[src/rtl/univ_reg_if.sv]
// Bus bundle for univ_reg: enable, mode and data inputs plus register outputs.
interface univ_reg_if #(
  parameter int WIDTH = 8
);
  logic             E;
  logic [2:0]       M;
  logic [WIDTH-1:0] D;
  logic             SL;
  logic             SR;
  logic [WIDTH-1:0] Q;
  logic             SO;
  logic             Z;

  modport master (
    output E, M, D, SL, SR,
    input  Q, SO, Z
  );

  modport slave (
    input  E, M, D, SL, SR,
    output Q, SO, Z
  );
endinterface

[src/rtl/univ_reg.sv]
// Universal register: load, shift, rotate and up/down count.
// All state changes happen on the falling edge of C. Rn is a synchronous,
// active-low reset and is only looked at on that edge.
module univ_reg #(
  parameter int               WIDTH     = 8,
  parameter logic [WIDTH-1:0] RESET_VAL = '0
) (
  input  logic     C,
  input  logic     Rn,
  univ_reg_if.slave bus
);

  localparam logic [2:0] M_HOLD = 3'b000;
  localparam logic [2:0] M_LOAD = 3'b001;
  localparam logic [2:0] M_SHL  = 3'b010;
  localparam logic [2:0] M_SHR  = 3'b011;
  localparam logic [2:0] M_ROL  = 3'b100;
  localparam logic [2:0] M_ROR  = 3'b101;
  localparam logic [2:0] M_UP   = 3'b110;
  localparam logic [2:0] M_DN   = 3'b111;

  localparam logic [WIDTH-1:0] ONE = WIDTH'(1);

  logic [WIDTH-1:0] q_q, q_d;
  logic             so_q, so_d;

  // Next value of Q and SO for the enabled mode; E low holds both.
  always_comb begin
    q_d  = q_q;
    so_d = so_q;
    if (bus.E) begin
      case (bus.M)
        M_HOLD: begin
          q_d  = q_q;
          so_d = 1'b0;
        end
        M_LOAD: begin
          q_d  = bus.D;
          so_d = 1'b0;
        end
        M_SHL: begin
          q_d  = {q_q[WIDTH-2:0], bus.SL};
          so_d = q_q[WIDTH-1];
        end
        M_SHR: begin
          q_d  = {bus.SR, q_q[WIDTH-1:1]};
          so_d = q_q[0];
        end
        M_ROL: begin
          q_d  = {q_q[WIDTH-2:0], q_q[WIDTH-1]};
          so_d = q_q[WIDTH-1];
        end
        M_ROR: begin
          q_d  = {q_q[0], q_q[WIDTH-1:1]};
          so_d = q_q[0];
        end
        M_UP: begin
          // Carry out only on the all-ones to zero wrap.
          q_d  = q_q + ONE;
          so_d = &q_q;
        end
        M_DN: begin
          // Borrow out only on the zero to all-ones wrap.
          q_d  = q_q - ONE;
          so_d = ~|q_q;
        end
        default: begin
          q_d  = q_q;
          so_d = so_q;
        end
      endcase
    end
  end

  // Falling-edge state register; reset overrides enable and mode.
  always_ff @(negedge C) begin
    if (!Rn) begin
      q_q  <= RESET_VAL;
      so_q <= 1'b0;
    end else begin
      q_q  <= q_d;
      so_q <= so_d;
    end
  end

  assign bus.Q  = q_q;
  assign bus.SO = so_q;
  assign bus.Z  = (q_q == '0);

endmodule

[src/flat_wrapper.sv]
// flat-port wrapper written by rule: the top's interface ports become plain ports
module univ_reg_flat 
#(
  parameter int               WIDTH     = 8,
  parameter logic [WIDTH-1:0] RESET_VAL = '0
)
  (C, Rn, bus_E, bus_M, bus_D, bus_SL, bus_SR, bus_Q, bus_SO, bus_Z);
  univ_reg_if #(.WIDTH(WIDTH)) bus_i ();
  input  logic C;
  input  logic Rn;
  input wire logic [$bits(bus_i.E)-1:0] bus_E;
  input wire logic [$bits(bus_i.M)-1:0] bus_M;
  input wire logic [$bits(bus_i.D)-1:0] bus_D;
  input wire logic [$bits(bus_i.SL)-1:0] bus_SL;
  input wire logic [$bits(bus_i.SR)-1:0] bus_SR;
  output wire logic [$bits(bus_i.Q)-1:0] bus_Q;
  output wire logic [$bits(bus_i.SO)-1:0] bus_SO;
  output wire logic [$bits(bus_i.Z)-1:0] bus_Z;
  assign bus_i.E = bus_E;
  assign bus_i.M = bus_M;
  assign bus_i.D = bus_D;
  assign bus_i.SL = bus_SL;
  assign bus_i.SR = bus_SR;
  assign bus_Q = bus_i.Q;
  assign bus_SO = bus_i.SO;
  assign bus_Z = bus_i.Z;
  univ_reg #(.WIDTH(WIDTH), .RESET_VAL(RESET_VAL)) u_core (.C(C), .Rn(Rn), .bus(bus_i));
endmodule
[config.mk]
export PLATFORM = sky130hd
export DESIGN_NAME = univ_reg_flat
export DESIGN_NICKNAME = d
export VERILOG_FILES = /design/src/rtl/univ_reg_if.sv /design/src/rtl/univ_reg.sv /design/src/flat_wrapper.sv
export SDC_FILE = /design/constraint.sdc
export NUM_CORES = 1
export LEC_CHECK = 0
export ABC_AREA = 1
export CORE_UTILIZATION = 48
export CTS_BUF_LIST = sky130_fd_sc_hd__clkbuf_2
export CTS_CLUSTER_DIAMETER = 60
export DETAILED_ROUTE_END_ITERATION = 10
export PLACE_DENSITY_LB_ADDON = 0.05
export SETUP_SLACK_MARGIN = 0.3
export SLEW_MARGIN = 20
export SYNTH_ARGS = -nofsm -noshare
export SYNTH_HDL_FRONTEND = slang
export SYNTH_SLANG_ARGS = --single-unit
[constraint.sdc]
create_clock -name C -period 2.5 [get_ports C]
set_input_delay 0.25 -clock C [delete_from_list [all_inputs] [get_ports C]]
set_output_delay 0.25 -clock C [all_outputs]
set_load 0.1 [all_outputs]
==> results.txt, run 1 <==
CTS root buf -> clkbuf_2
Die Wd -> 50.4 um
predominant post-synthesis flop cell -> dfxtp_1
syn_area_per_cell -> 5.97 sq um
die span in y -> 50.4 um
Boundary Pins -> 26
Port Buffers -> 25
post-synthesis cell type count -> 32
run status -> stopped before the end
post-CTS sizing -> 99
Setup Slack @ Placement -> -845 ps
Synth area leader -> nand2_1
total CTS buffers -> 3
Max Root-Sink Buffers -> 2
async set or reset register ratio after synthesis -> 0%
initial core utilization -> 50.7%
Post-DP HPWL -> 3.30 mm
YS warnings -> 0
Post-Syn Area -> 1120 sq um
Synth area leaders -> nand2_1 (16%), dfxtp_1 (16%), inv_1 (8.7%)
# clock sinks -> 9
Error -> [ERROR DPL-0038] Utilization greater than 100%, impossible to legalize
H-tree levels -> 1
Post-synth EDFFs -> 0
sequential area share after synthesis -> 16.1%
syn nets -> 205
global placer's final weighted congestion -> 0.931
hold_buf cts -> 0
Last stage -> clock tree synthesis (4_1_cts)
#FFs+latches synth -> 9
Synth top area share -> 16.4%
Post-CTS Setup Inserts -> 22
row count -> 17
Cells after Synth -> 188
==> cells by family after synthesis <==
kind of cell | Yosys count | synth area share (%)
xor gates and xnor gates | 2 | 1.56
DFF | 9 | 16.1
and+or+nand+nor | 103 | 45.5
adders and majority gates | 1 | 1.11
AOI/OAI and AO/OA | 37 | 20.8
buffers and inverters | 36 | 14.9
==> through the flow <==
step                      setup TNS (ps)  cell area [sq um]  cells
after detailed placement           -6940               1850    272
after global placement             -6290               1850    272
after floorplan                    -1690               1230    188
==> synthesized netlist by cell type, types with 2 or more instances <==
cell,instances
o221ai_1,3
o21ai_2,2
xor2_1,2
nor2_1,16
nand2_2,5
a221oi_1,3
a21oi_1,11
nand2_1,49
buf_6,4
nand3_1,18
o211ai_1,2
o21ai_1,5
buf_2,2
o21ai_0,4
inv_2,3
nor2_4,3
nand4_1,6
dfxtp_1,9
o22ai_1,3
inv_1,26
==> run 2, diff against run 1 <==
--- a/config.mk
+++ b/config.mk
@@ -6,12 +6,10 @@
 export NUM_CORES = 1
 export LEC_CHECK = 0
 export ABC_AREA = 1
-export CORE_UTILIZATION = 48
-export CTS_BUF_LIST = sky130_fd_sc_hd__clkbuf_2
-export CTS_CLUSTER_DIAMETER = 60
+export CORE_AREA = 2 2 63 65
 export DETAILED_ROUTE_END_ITERATION = 10
-export PLACE_DENSITY_LB_ADDON = 0.05
-export SETUP_SLACK_MARGIN = 0.3
+export DIE_AREA = 0 0 65 67
+export PLACE_DENSITY_LB_ADDON = 0.15
 export SLEW_MARGIN = 20
 export SYNTH_ARGS = -nofsm -noshare
 export SYNTH_HDL_FRONTEND = slang
==> run 2 against run 1 <==
The flow now finishes, with violations (negative setup slack). Synthesized cell count stayed put. Synthesized area is the same.
==> results.txt, run 2 <==
predominant post-synthesis flop cell -> dfxtp_1
# clock sinks -> 9 (unchanged)
Register Area -> 200 sq um
CTS tree -> done
Synth area leaders -> nand2_1 (16%), dfxtp_1 (16%), inv_1 (8.7%)
final cell count without fillers -> 325
P_int -> 0.519 mW
Worst-Skew Late Latency -> 310 ps
FF-to-FF Start -> u_core.bus.Q[1]
syn nets -> 205 (unchanged)
first-pass GRT wire length -> 6.87 mm
#FFs+latches synth -> 9 (unchanged)
max_cap viols -> 0
CTS root buf -> clkbuf_8
sw power -> 0.415 mW
Slew Limit Fails -> 0
setup violators final -> 6
dpl cells -> 298 (+9.6%)
CP max stage cell -> dfxtp_4
vias per cell -> 4.98
DR vias -> 1619
Hold Slack -> 498 ps
H-tree levels -> 1 (unchanged)
die span in y -> 67 um (+33%)
Routed Antenna Nets -> 0
Synth area leader -> nand2_1
area occupied by multi-input gates -> 1030 sq um
fin util -> 66.3%
routed wire length -> 4.57 mm
vias in the first global route -> 1527
Critical path origin -> u_core.bus.Q[3]
Clk pwr share -> 24.3%
Top delay family on crit path -> simple AND/OR/NAND/NOR gates
diode count -> 0
YS warnings -> 0 (unchanged)
RSZ-0062 raised after global routing -> yes
Final Net Count -> 295
post-route setup slack -> -442 ps
Worst Path Max Fanout -> 2
min-delay worst type -> reg -> reg
total track usage -> 20.2%
run status -> finished with violations
Die Wd -> 65 um (+29%)
slowest stage delay, CP -> 340 ps
Boundary Pins -> 26 (unchanged)
Cells after Synth -> 188 (unchanged)
Crit Path Class -> reg -> out
initial antenna violation count -> 0
async set or reset register ratio after synthesis -> 0% (unchanged)
DRC Markers -> 0
Post-synth EDFFs -> 0 (unchanged)
Max Root-Sink Buffers -> 2 (unchanged)
DRT iter0 DRCs -> 64
register share of total power -> 17.6%
measured slew at the worst slew-check pin -> 309 ps
Area growth, synth to finish -> 113%
die area -> 4360 sq um
Clock transition at path regs -> 30 ps
required time of the critical path -> 2250 ps
WL/cell -> 14.1 um
total CTS buffers -> 3 (unchanged)
Cell Chain, Critical Path -> nor2_4, nand3_2, nor4_4, buf_4, buf_12
top-count cell post-synth -> nand2_1
most frequent cells in the layout -> buf_4 (42), nand2_1 (40), inv_1 (30)
largest net degree at the start of global routing -> 14
Core Region -> 3610 sq um
switch share -> 44.4%
crit end category -> output port
initial core utilization -> 31.1% (-20 points)
sequential area share after synthesis -> 16.1% (unchanged)
PD cells -> 391 nW/um^2
commonest non-fill, non-tap cell in the layout -> buf_4
post-synthesis cell type count -> 32 (unchanged)
Post-DP HPWL -> 3.07 mm (-7.0%)
crit path DAT -> 2690 ps
worst hold path startpoint -> u_core.bus.SO
WP buf/inv -> 2
leakage -> 1.10 nW
Synth top area share -> 16.4% (unchanged)
row count -> 22 (+5)
max reg flops -> 8
fillcell total -> 299
failing checks -> negative setup slack
synth cell count leaders -> nand2_1 (49), inv_1 (26), nand3_1 (18)
Clock Skew -> 9.81 ps
global placer's final weighted congestion -> 0.843 (-9.4%)
Port Buffers -> 25 (unchanged)
combinational share of power -> 58.2%
grt total ovfl -> 0
Total Power -> 0.934 mW
startpoint types -> flip-flop
fraction of layout cells with a size suffix above 1 -> 52.0%
Final Hold Vio Count -> 0
Slew headroom -> 79.4%
TritonRoute pass-1 iters -> 4
hold_buf cts -> 0 (unchanged)
Post-Syn Area -> 1120 sq um (unchanged)
Max IR drop VDD -> 0.000284 V
syn_area_per_cell -> 5.97 sq um (unchanged)
[run 2: cell counts after synthesis]
No cell type changed its count.
[run 2: metrics by stage]
stage / cell area (sq um) / setup TNS [ps] / setup WS, ps
after global routing: 2390 / -1360 / -531
final: 2390 / -848 / -442
after floorplan: 1170 / -1690 / -880
after global placement: 1850 / -6620 / -851
after CTS: 2040 / -542 / -433
after detailed placement: 1850 / -6730 / -852
[run 2: area by class of cell]
cell class	count	share of cell area [%]
Clock buffer	3	1.73
Multi-Input combinational cell	143	43.0
Inverter	29	4.86
Tap cell	48	2.51
Clock inverter	10	1.57
Sequential cell	9	8.37
Timing Repair Buffer	83	38.0
[run 2: final timing paths]
path                           to  cells past startpoint  slack (ps)
setup / recovery            bus_Z                      5        -440
hold / removal      u_core.bus.SO                      2         500
setup reg to reg  u_core.bus.Q[4]                     13         750
hold reg to reg     u_core.bus.SO                      2         500
[run 2: kinds of logic after synthesis]
family	after synthesis	synth area share, %
simple gates	103	45.5
xor+xnor	2	1.56
buf+inv	36	14.9
flops	9	16.1
fa+ha+maj	1	1.11
compound gates	37	20.8
[run 2: layer usage]
metal | vias to the layer above | global-route usage, % | share of wire, %
met5 | - | 0 | 0
met4 | 0 | 6.12 | 0.87
met3 | 7 | 3.38 | 5.1
met2 | 58 | 35.8 | 52
met1 | 747 | 25.0 | 42
li1 | 807 | - | -
[run 2: tightest hold or removal path: cells and delay by family (launching register included)]
family,cells,cell delay (ps)
AOI/OAI and AO/OA,1,50
DFF,1,320
and+or+nand+nor,1,70
[run 2: repair_timing]
| item | CTS | global route |
|---|---|---|
| setup endpoints to repair | 12 | 17 |
| pin swaps | 12 | 31 |
| setup buffers | 6 | 8 |
| cloned | 0 | 2 |
| resized for setup | 32 | 63 |
[run 2: power by group through the flow]
stage                     combinational, mW  clock (mW)  sequential (mW)
after floorplan                       0.173      0.0245            0.245
after global placement                0.449      0.0245            0.164
after detailed placement              0.449      0.0245            0.165
after CTS                             0.474       0.234            0.163
after global routing                  0.575       0.255            0.165
final                                 0.544       0.227            0.164
No activity file was read; power rests on OpenSTA's default activity.
